===== src/rtl/video_capture_if.sv =====
// Pixel write bus from the capture sequencer to a frame store.
// There is no backpressure: the store accepts a write every cycle.
interface video_capture_if #(
    parameter int unsigned ADDR_W = 19
);
    logic              wr_en;
    logic [ADDR_W-1:0] wr_addr;
    logic [31:0]       wr_data;

    modport master (output wr_en, wr_addr, wr_data);
    modport slave  (input  wr_en, wr_addr, wr_data);
endinterface


===== src/rtl/video_capture_ctrl.sv =====
// Frame-grab sequencer: waits for a frame start, walks the active raster at the
// pixel rate and emits one addressed ARGB8888 write per stored pixel.
module video_capture_ctrl #(
    parameter int unsigned H_MAX   = 640,
    parameter int unsigned V_MAX   = 480,
    parameter int unsigned PIX_DIV = 2,
    parameter int unsigned ADDR_W  = 19
) (
    input  logic                  clk,
    input  logic                  reset,
    input  logic [8:0]            rgb_i,
    input  logic                  hblank_i,
    input  logic                  vblank_i,
    input  logic                  arm_i,
    input  logic                  cont_i,
    input  logic                  abort_i,
    video_capture_if.master       wr,
    output logic                  busy_o,
    output logic                  frame_done_o,
    output logic [9:0]            width_o,
    output logic [9:0]            height_o,
    output logic                  clip_o
);

    localparam int unsigned PH_W = (PIX_DIV > 1) ? $clog2(PIX_DIV) : 1;
    localparam logic [PH_W-1:0] PhLast = PH_W'(PIX_DIV - 1);

    typedef enum logic [1:0] {StIdle, StWait, StActive, StDone} state_e;

    state_e            state_q;
    logic              vb_q, hb_q;
    logic [9:0]        x_q, y_q, max_w_q;
    logic [PH_W-1:0]   phase_q;
    logic [ADDR_W-1:0] row_base_q;

    logic       vb_fall, vb_rise, hb_rise, active, sample, in_range, y_in_range;
    logic [9:0] x_inc, y_inc, max_x;
    logic [31:0] argb;

    assign vb_fall    = vb_q & ~vblank_i;
    assign vb_rise    = ~vb_q & vblank_i;
    assign hb_rise    = ~hb_q & hblank_i;
    assign active     = ~hblank_i & ~vblank_i;
    assign sample     = active && (phase_q == '0);
    assign y_in_range = 32'(y_q) < V_MAX;
    assign in_range   = (32'(x_q) < H_MAX) && y_in_range;

    // Counters saturate so an oversized raster cannot wrap back into range.
    assign x_inc = (x_q == 10'h3FF) ? x_q : x_q + 10'd1;
    assign y_inc = (y_q == 10'h3FF) ? y_q : y_q + 10'd1;
    assign max_x = (x_q > max_w_q) ? x_q : max_w_q;

    assign argb = {8'hFF, rgb_i[2:0], 5'b0, rgb_i[5:3], 5'b0, rgb_i[8:6], 5'b0};

    always_ff @(posedge clk) begin
        if (reset) begin
            state_q      <= StIdle;
            vb_q         <= 1'b1;
            hb_q         <= 1'b1;
            x_q          <= '0;
            y_q          <= '0;
            max_w_q      <= '0;
            phase_q      <= '0;
            row_base_q   <= '0;
            wr.wr_en     <= 1'b0;
            wr.wr_addr   <= '0;
            wr.wr_data   <= '0;
            busy_o       <= 1'b0;
            frame_done_o <= 1'b0;
            width_o      <= '0;
            height_o     <= '0;
            clip_o       <= 1'b0;
        end else begin
            vb_q         <= vblank_i;
            hb_q         <= hblank_i;
            wr.wr_en     <= 1'b0;
            frame_done_o <= 1'b0;

            if (abort_i) begin
                state_q <= StIdle;
                busy_o  <= 1'b0;
            end else begin
                unique case (state_q)
                    StIdle: begin
                        if (arm_i) begin
                            state_q <= StWait;
                            busy_o  <= 1'b1;
                            clip_o  <= 1'b0;
                        end
                    end

                    StWait: begin
                        if (vb_fall) begin
                            state_q    <= StActive;
                            x_q        <= '0;
                            y_q        <= '0;
                            phase_q    <= '0;
                            max_w_q    <= '0;
                            row_base_q <= '0;
                        end
                    end

                    StActive: begin
                        if (!active || phase_q == PhLast) begin
                            phase_q <= '0;
                        end else begin
                            phase_q <= phase_q + 1'b1;
                        end

                        if (sample) begin
                            x_q <= x_inc;
                            if (in_range) begin
                                wr.wr_en   <= 1'b1;
                                wr.wr_addr <= row_base_q + ADDR_W'(x_q);
                                wr.wr_data <= argb;
                            end else begin
                                clip_o <= 1'b1;
                            end
                        end

                        // A line still open when vblank starts counts as a line.
                        if (vb_rise) begin
                            state_q <= StDone;
                            if (x_q != '0) begin
                                y_q     <= y_inc;
                                max_w_q <= max_x;
                            end
                        end else if (hb_rise && x_q != '0) begin
                            y_q     <= y_inc;
                            max_w_q <= max_x;
                            x_q     <= '0;
                            if (y_in_range) begin
                                row_base_q <= row_base_q + ADDR_W'(H_MAX);
                            end
                        end
                    end

                    StDone: begin
                        frame_done_o <= 1'b1;
                        width_o      <= max_w_q;
                        height_o     <= y_q;
                        if (cont_i) begin
                            state_q <= StWait;
                        end else begin
                            state_q <= StIdle;
                            busy_o  <= 1'b0;
                        end
                    end

                    default: begin
                        state_q <= StIdle;
                        busy_o  <= 1'b0;
                    end
                endcase
            end
        end
    end

endmodule


===== src/flat_wrapper.sv =====
// flat-port wrapper written by rule: the top's interface ports become plain ports
module video_capture_ctrl_flat 
#(
    parameter int unsigned H_MAX   = 640,
    parameter int unsigned V_MAX   = 480,
    parameter int unsigned PIX_DIV = 2,
    parameter int unsigned ADDR_W  = 19
)
  (clk, reset, rgb_i, hblank_i, vblank_i, arm_i, cont_i, abort_i, busy_o, frame_done_o, width_o, height_o, clip_o, wr_wr_en, wr_wr_addr, wr_wr_data);
  video_capture_if #(.ADDR_W(ADDR_W)) wr_i ();
  input  logic clk;
  input  logic reset;
  input  logic [8:0] rgb_i;
  input  logic hblank_i;
  input  logic vblank_i;
  input  logic arm_i;
  input  logic cont_i;
  input  logic abort_i;
  output logic busy_o;
  output logic frame_done_o;
  output logic [9:0] width_o;
  output logic [9:0] height_o;
  output logic clip_o;
  output wire logic [$bits(wr_i.wr_en)-1:0] wr_wr_en;
  output wire logic [$bits(wr_i.wr_addr)-1:0] wr_wr_addr;
  output wire logic [$bits(wr_i.wr_data)-1:0] wr_wr_data;
  assign wr_wr_en = wr_i.wr_en;
  assign wr_wr_addr = wr_i.wr_addr;
  assign wr_wr_data = wr_i.wr_data;
  video_capture_ctrl #(.H_MAX(H_MAX), .V_MAX(V_MAX), .PIX_DIV(PIX_DIV), .ADDR_W(ADDR_W)) u_core (.clk(clk), .reset(reset), .rgb_i(rgb_i), .hblank_i(hblank_i), .vblank_i(vblank_i), .arm_i(arm_i), .cont_i(cont_i), .abort_i(abort_i), .wr(wr_i), .busy_o(busy_o), .frame_done_o(frame_done_o), .width_o(width_o), .height_o(height_o), .clip_o(clip_o));
endmodule

===== config.mk =====
export PLATFORM = sky130hd
export DESIGN_NAME = video_capture_ctrl_flat
export DESIGN_NICKNAME = d
export VERILOG_FILES = /design/src/rtl/video_capture_if.sv /design/src/rtl/video_capture_ctrl.sv /design/src/flat_wrapper.sv
export SDC_FILE = /design/constraint.sdc
export NUM_CORES = 1
export LEC_CHECK = 0
export ABC_AREA = 0
export CAP_MARGIN = 20
export CORE_ASPECT_RATIO = 1.1
export CORE_MARGIN = 10
export CORE_UTILIZATION = 50
export CTS_BUF_LIST = sky130_fd_sc_hd__clkbuf_2 sky130_fd_sc_hd__clkbuf_4 sky130_fd_sc_hd__clkbuf_8
export DETAILED_ROUTE_END_ITERATION = 8
export DONT_BUFFER_PORTS = 1
export GPL_ROUTABILITY_DRIVEN = 0
export GPL_TIMING_DRIVEN = 0
export MAX_ROUTING_LAYER = met4
export PLACE_DENSITY = 0.73
export SLEW_MARGIN = 0
export SYNTH_ARGS = -nofsm -noshare
export SYNTH_HDL_FRONTEND = slang
export SYNTH_SLANG_ARGS = --single-unit

===== constraint.sdc =====
create_clock -name clk -period 2.8 [get_ports clk]
set_input_delay 0 -clock clk [delete_from_list [all_inputs] [get_ports clk]]
set_output_delay 0 -clock clk [all_outputs]
set_load 0.005 [all_outputs]

==> metrics.txt <==
status=complete, no violations; critical path capture point type=flop; sort of element at the start of the critical path=flop; power per standard cell area=439 nW/um^2; average wire per cell in the routed design=around 16 um; syn avg cell area=between 8 and 9 um^2; largest family of logic cells by synthesized area=simple AND/OR/NAND/NOR gates; clock tree sinks=100; cell area after placement=5170 um^2; simple-gate share of the synthesized area=between 20% and 30%; largest net degree at the start of global routing=17; cells on worst reg2reg path=8; Initial Utilization=50.7%; final hold violation count=0; GRT overflow=0; Worst Hold Depth=4; placement row count=38; Worst path top cell family by delay=buffers and inverters; fraction of the yosys area taken by sequential cells=40.4%; max-slew violation count=0; Top FF cell, synth=sky130_fd_sc_hd__dfxtp_1; antenna violations before repair=0; total global-route track usage=17.4%; Layout area overhead=11.1%; cells taking the most area after synthesis=sky130_fd_sc_hd__dfxtp_1, sky130_fd_sc_hd__nand2_1, sky130_fd_sc_hd__a21oi_1; cell area after layout=5510 um^2; number of standard cells after synthesis=~600; register bit total from synthesis=100; Core ar.=9790 um^2; path type of the worst min-delay path=primary input to flop; ratio of final minimum period to clock period=around 90%; Worst Hold Launch=vblank_i; DIE WIDTH=115 um; count of cell types in the netlist=53; largest incremental delay on the critical path=between 0.4 and 0.5 ns; worst-case setup slack after placement=0.160 ns; number of placed instances, taps included=736; dominant cell type by area after synthesis=sky130_fd_sc_hd__dfxtp_1; final setup TNS=0 ns; DR vias/cell=~5.6; adder-cell share of the synthesized area=5.55%; proportion of layout cells with a drive suffix above 1=8.63%; Detailed Route Iter0 Violations=215; cell count along the critical path=8; R2R Setup Slk=0.27 ns; CTS root buf=sky130_fd_sc_hd__clkbuf_8; Fillers=approximately 920; max-cap violations=0; critical-path maximum fanout=10; xor/xnor share of the synthesized area=4.77%; f_max=~390 MHz; shortest clock period the worst path allows after layout=2.53 ns; Ant. Diodes=0; critical path's slowest cell=sky130_fd_sc_hd__dfxtp_1; launch point of the worst reg-to-reg path=u_core.state_q[0]; Critical Path, Cell by Cell=inv_1 -> ha_1 -> clkbuf_1 -> a211oi_1 -> or2_2 -> clkbuf_1 -> clkbuf_2 -> nor2_1; detailed-route DRC error count=0; NumNets Final=682; Skew-Pair Late Insertion Delay=0.37 ns; total number of vias=around 4.3k; I/O pins=91; CTS H-tree lvls=3; number of enable flip-flop cells after synthesis=0; complex-gate fraction of the synthesized area=16.9%; final cell count without fillers=between 700 and 800; arrival time of data at the critical path endpoint=2.78 ns; Longest Clk Path Bufs=2; setup clock skew after layout=0.0143 ns; post-route ant nets=0; HPWL reported at the end of detailed placement=9320 um; PnR Total Power=2420 uW; Critical R2R Capture=u_core.row_base_q[17]; share of synthesized flip-flops with an asynchronous set or reset=0%; post-CTS clock slew at the launch and capture registers of the worst setup and hold paths=0.10 ns; multiplexer share of the synthesized area=0.807%; Die Ht=124 um; Relative slew margins=approximately half; number of buffers and inverters on the critical path=4; CP Class=flop to flop; warnings from Yosys=0; WL final=12500 um; Setup-failing EPs final=0; clock tree from TritonCTS=done; most numerous cell on the critical path=sky130_fd_sc_hd__clkbuf_1; Worst Tran Pin Value=0.764 ns; clock buffers created by TritonCTS=9; IR Drop Worst-Case VDD=0.252 mV; first-pass GRT wire length=approximately 20000 um; worst endpoint required time=3.05 ns; final critical-path setup slack=0.268 ns; number of global-route vias before repair=around 4.2k; iteration count of the initial detailed-routing pass=4; die area=14300 um^2; Pleak=0.00196 uW; RSZ-0062 raised after global routing=false; end point of the most critical hold path=u_core.row_base_q[8]; Port Buffer Count=0; Yosys top cell area share=40.4%; Post-Synthesis Cell Area=4960 um^2
-- where the power goes --
part	internal [uW]	total (uW)	switching, uW
Sequential	1430	1430	6.38
Combinational	61.6	153	91.6
Clock	331	834	502
-- worst register-to-register path: stages, from the launching register on --
cell and delay [ns]:
sky130_fd_sc_hd__dfxtp_1 0.41, sky130_fd_sc_hd__inv_1 0.09, sky130_fd_sc_hd__ha_1 0.27, sky130_fd_sc_hd__clkbuf_1 0.26, sky130_fd_sc_hd__a211oi_1 0.38, sky130_fd_sc_hd__or2_2 0.18, sky130_fd_sc_hd__clkbuf_1 0.39, sky130_fd_sc_hd__clkbuf_2 0.36
sky130_fd_sc_hd__nor2_1 0.09
-- state kept, by name (all words and copies together), names as in the netlist, 2 cells and up --
name and flops:
u_core.height_o 10, u_core.max_w_q 10, u_core.row_base_q 12, u_core.state_q 2, u_core.width_o 10, u_core.wr.wr_addr 19, u_core.wr.wr_data 10, u_core.x_q 10
u_core.y_q 10
-- cell type report --
class	count	area [um^2]	share of cell area, %
multi-input cells	439	2630	47.6
clock inverters	6	41.3	0.749
well taps	120	150	2.72
repair buffers	17	170	3.09
plain buffers	56	314	5.70
clock buffers	10	131	2.38
inverters	21	78.8	1.43
flip-flops and latches	100	2000	36.3
-- what timing repair did --
| item | in CTS | in global routing |
|---|---|---|
| hold buffers | 17 | 0 |
| endpoints found under the hold margin | 21 | 0 |
| setup endpoints to repair | 0 | 20 |
| gates resized for setup | 0 | 3 |
| buffers inserted | 0 | 0 |
-- cells in the mapped netlist (2+ instances only) --
cell type / n
sky130_fd_sc_hd__ha_1: 22
sky130_fd_sc_hd__and4_1: 4
sky130_fd_sc_hd__nor3_1: 11
sky130_fd_sc_hd__xnor2_1: 22
sky130_fd_sc_hd__buf_6: 2
sky130_fd_sc_hd__nor4_1: 9
sky130_fd_sc_hd__buf_2: 2
sky130_fd_sc_hd__nand2b_1: 6
sky130_fd_sc_hd__and3_1: 5
sky130_fd_sc_hd__nor3b_1: 5
sky130_fd_sc_hd__clkbuf_1: 24
sky130_fd_sc_hd__nand3_1: 12
sky130_fd_sc_hd__buf_1: 5
sky130_fd_sc_hd__or4_1: 3
sky130_fd_sc_hd__a211oi_1: 18
sky130_fd_sc_hd__o2111ai_1: 2
sky130_fd_sc_hd__dfxtp_1: 100
sky130_fd_sc_hd__a31oi_1: 2
sky130_fd_sc_hd__a21o_1: 7
sky130_fd_sc_hd__and2_1: 4
sky130_fd_sc_hd__mux2i_1: 4
sky130_fd_sc_hd__a21oi_1: 57
sky130_fd_sc_hd__nand2_1: 91
sky130_fd_sc_hd__nor2_1: 42
sky130_fd_sc_hd__inv_1: 21
sky130_fd_sc_hd__xor2_1: 5
sky130_fd_sc_hd__o31ai_1: 11
sky130_fd_sc_hd__nand4_1: 20
sky130_fd_sc_hd__or2_2: 7
sky130_fd_sc_hd__buf_4: 22
sky130_fd_sc_hd__or3_1: 11
sky130_fd_sc_hd__a2111oi_0: 2
sky130_fd_sc_hd__nor2b_1: 6
sky130_fd_sc_hd__o21ai_0: 18
-- cells by family after synthesis --
family / after synthesis
AND/OR/NAND/NOR: 240
AO/OA/AOI/OAI: 130
flip-flops: 100
buffers and inverters: 77
XOR/XNOR: 27
adder cells (fa/ha/maj): 22
multiplexers: 4
other: 1
-- routing by layer --
metal	wire, um	GRT usage [%]	share of wire [%]	vias up
met5	0	-	0	-
met4	302	6.85	2.4	0
met3	951	5.30	7.6	21
met2	5870	27.3	47	126
met1	5370	20.1	43	1996
li1	-	-	-	2150
-- metrics by stage --
step                      hold WS [ns]  util [%]
after floorplan                 0.0793         -
after global placement          0.0833      52.8
after detailed placement        0.0858      52.8
after CTS                       0.0408      56.3
after global routing             0.101      56.3
final                           0.0603      56.3
-- cell usage in the layout, fill, tap and decap left out, drive strengths merged, types with 3 or more instances in the layout --
master / netlist / routed
or2: 7 / 7
conb: 1 / 16
nand2: 91 / 91
and2: 4 / 4
dfxtp: 100 / 100
dlygate4sd3: 0 / 17
nand2b: 6 / 6
inv: 21 / 21
nor2: 42 / 42
nor3b: 5 / 5
and3: 5 / 5
o21ai: 18 / 18
nor3: 11 / 11
xnor2: 22 / 22
or4: 3 / 3
xor2: 5 / 5
a21oi: 57 / 57
mux2i: 4 / 4
and4: 4 / 4
clkbuf: 25 / 36
nand4: 20 / 20
nor2b: 6 / 6
ha: 22 / 22
clkinv: 0 / 3
a21o: 7 / 7
clkinvlp: 0 / 3
nor4: 9 / 9
nand3: 12 / 12
or3: 11 / 11
buf: 31 / 30
a211oi: 18 / 18
o31ai: 12 / 12
-- worst max-delay path by stage --
stage	start	end
after floorplan	u_core.x_q[0]	u_core.y_q[1]
after global placement	u_core.state_q[0]	u_core.row_base_q[18]
after detailed placement	u_core.state_q[0]	u_core.row_base_q[18]
after CTS	u_core.state_q[0]	u_core.row_base_q[18]
after global routing	u_core.state_q[0]	u_core.row_base_q[16]
final	u_core.state_q[0]	u_core.row_base_q[17]
No activity file was read; power rests on OpenSTA's default activity.
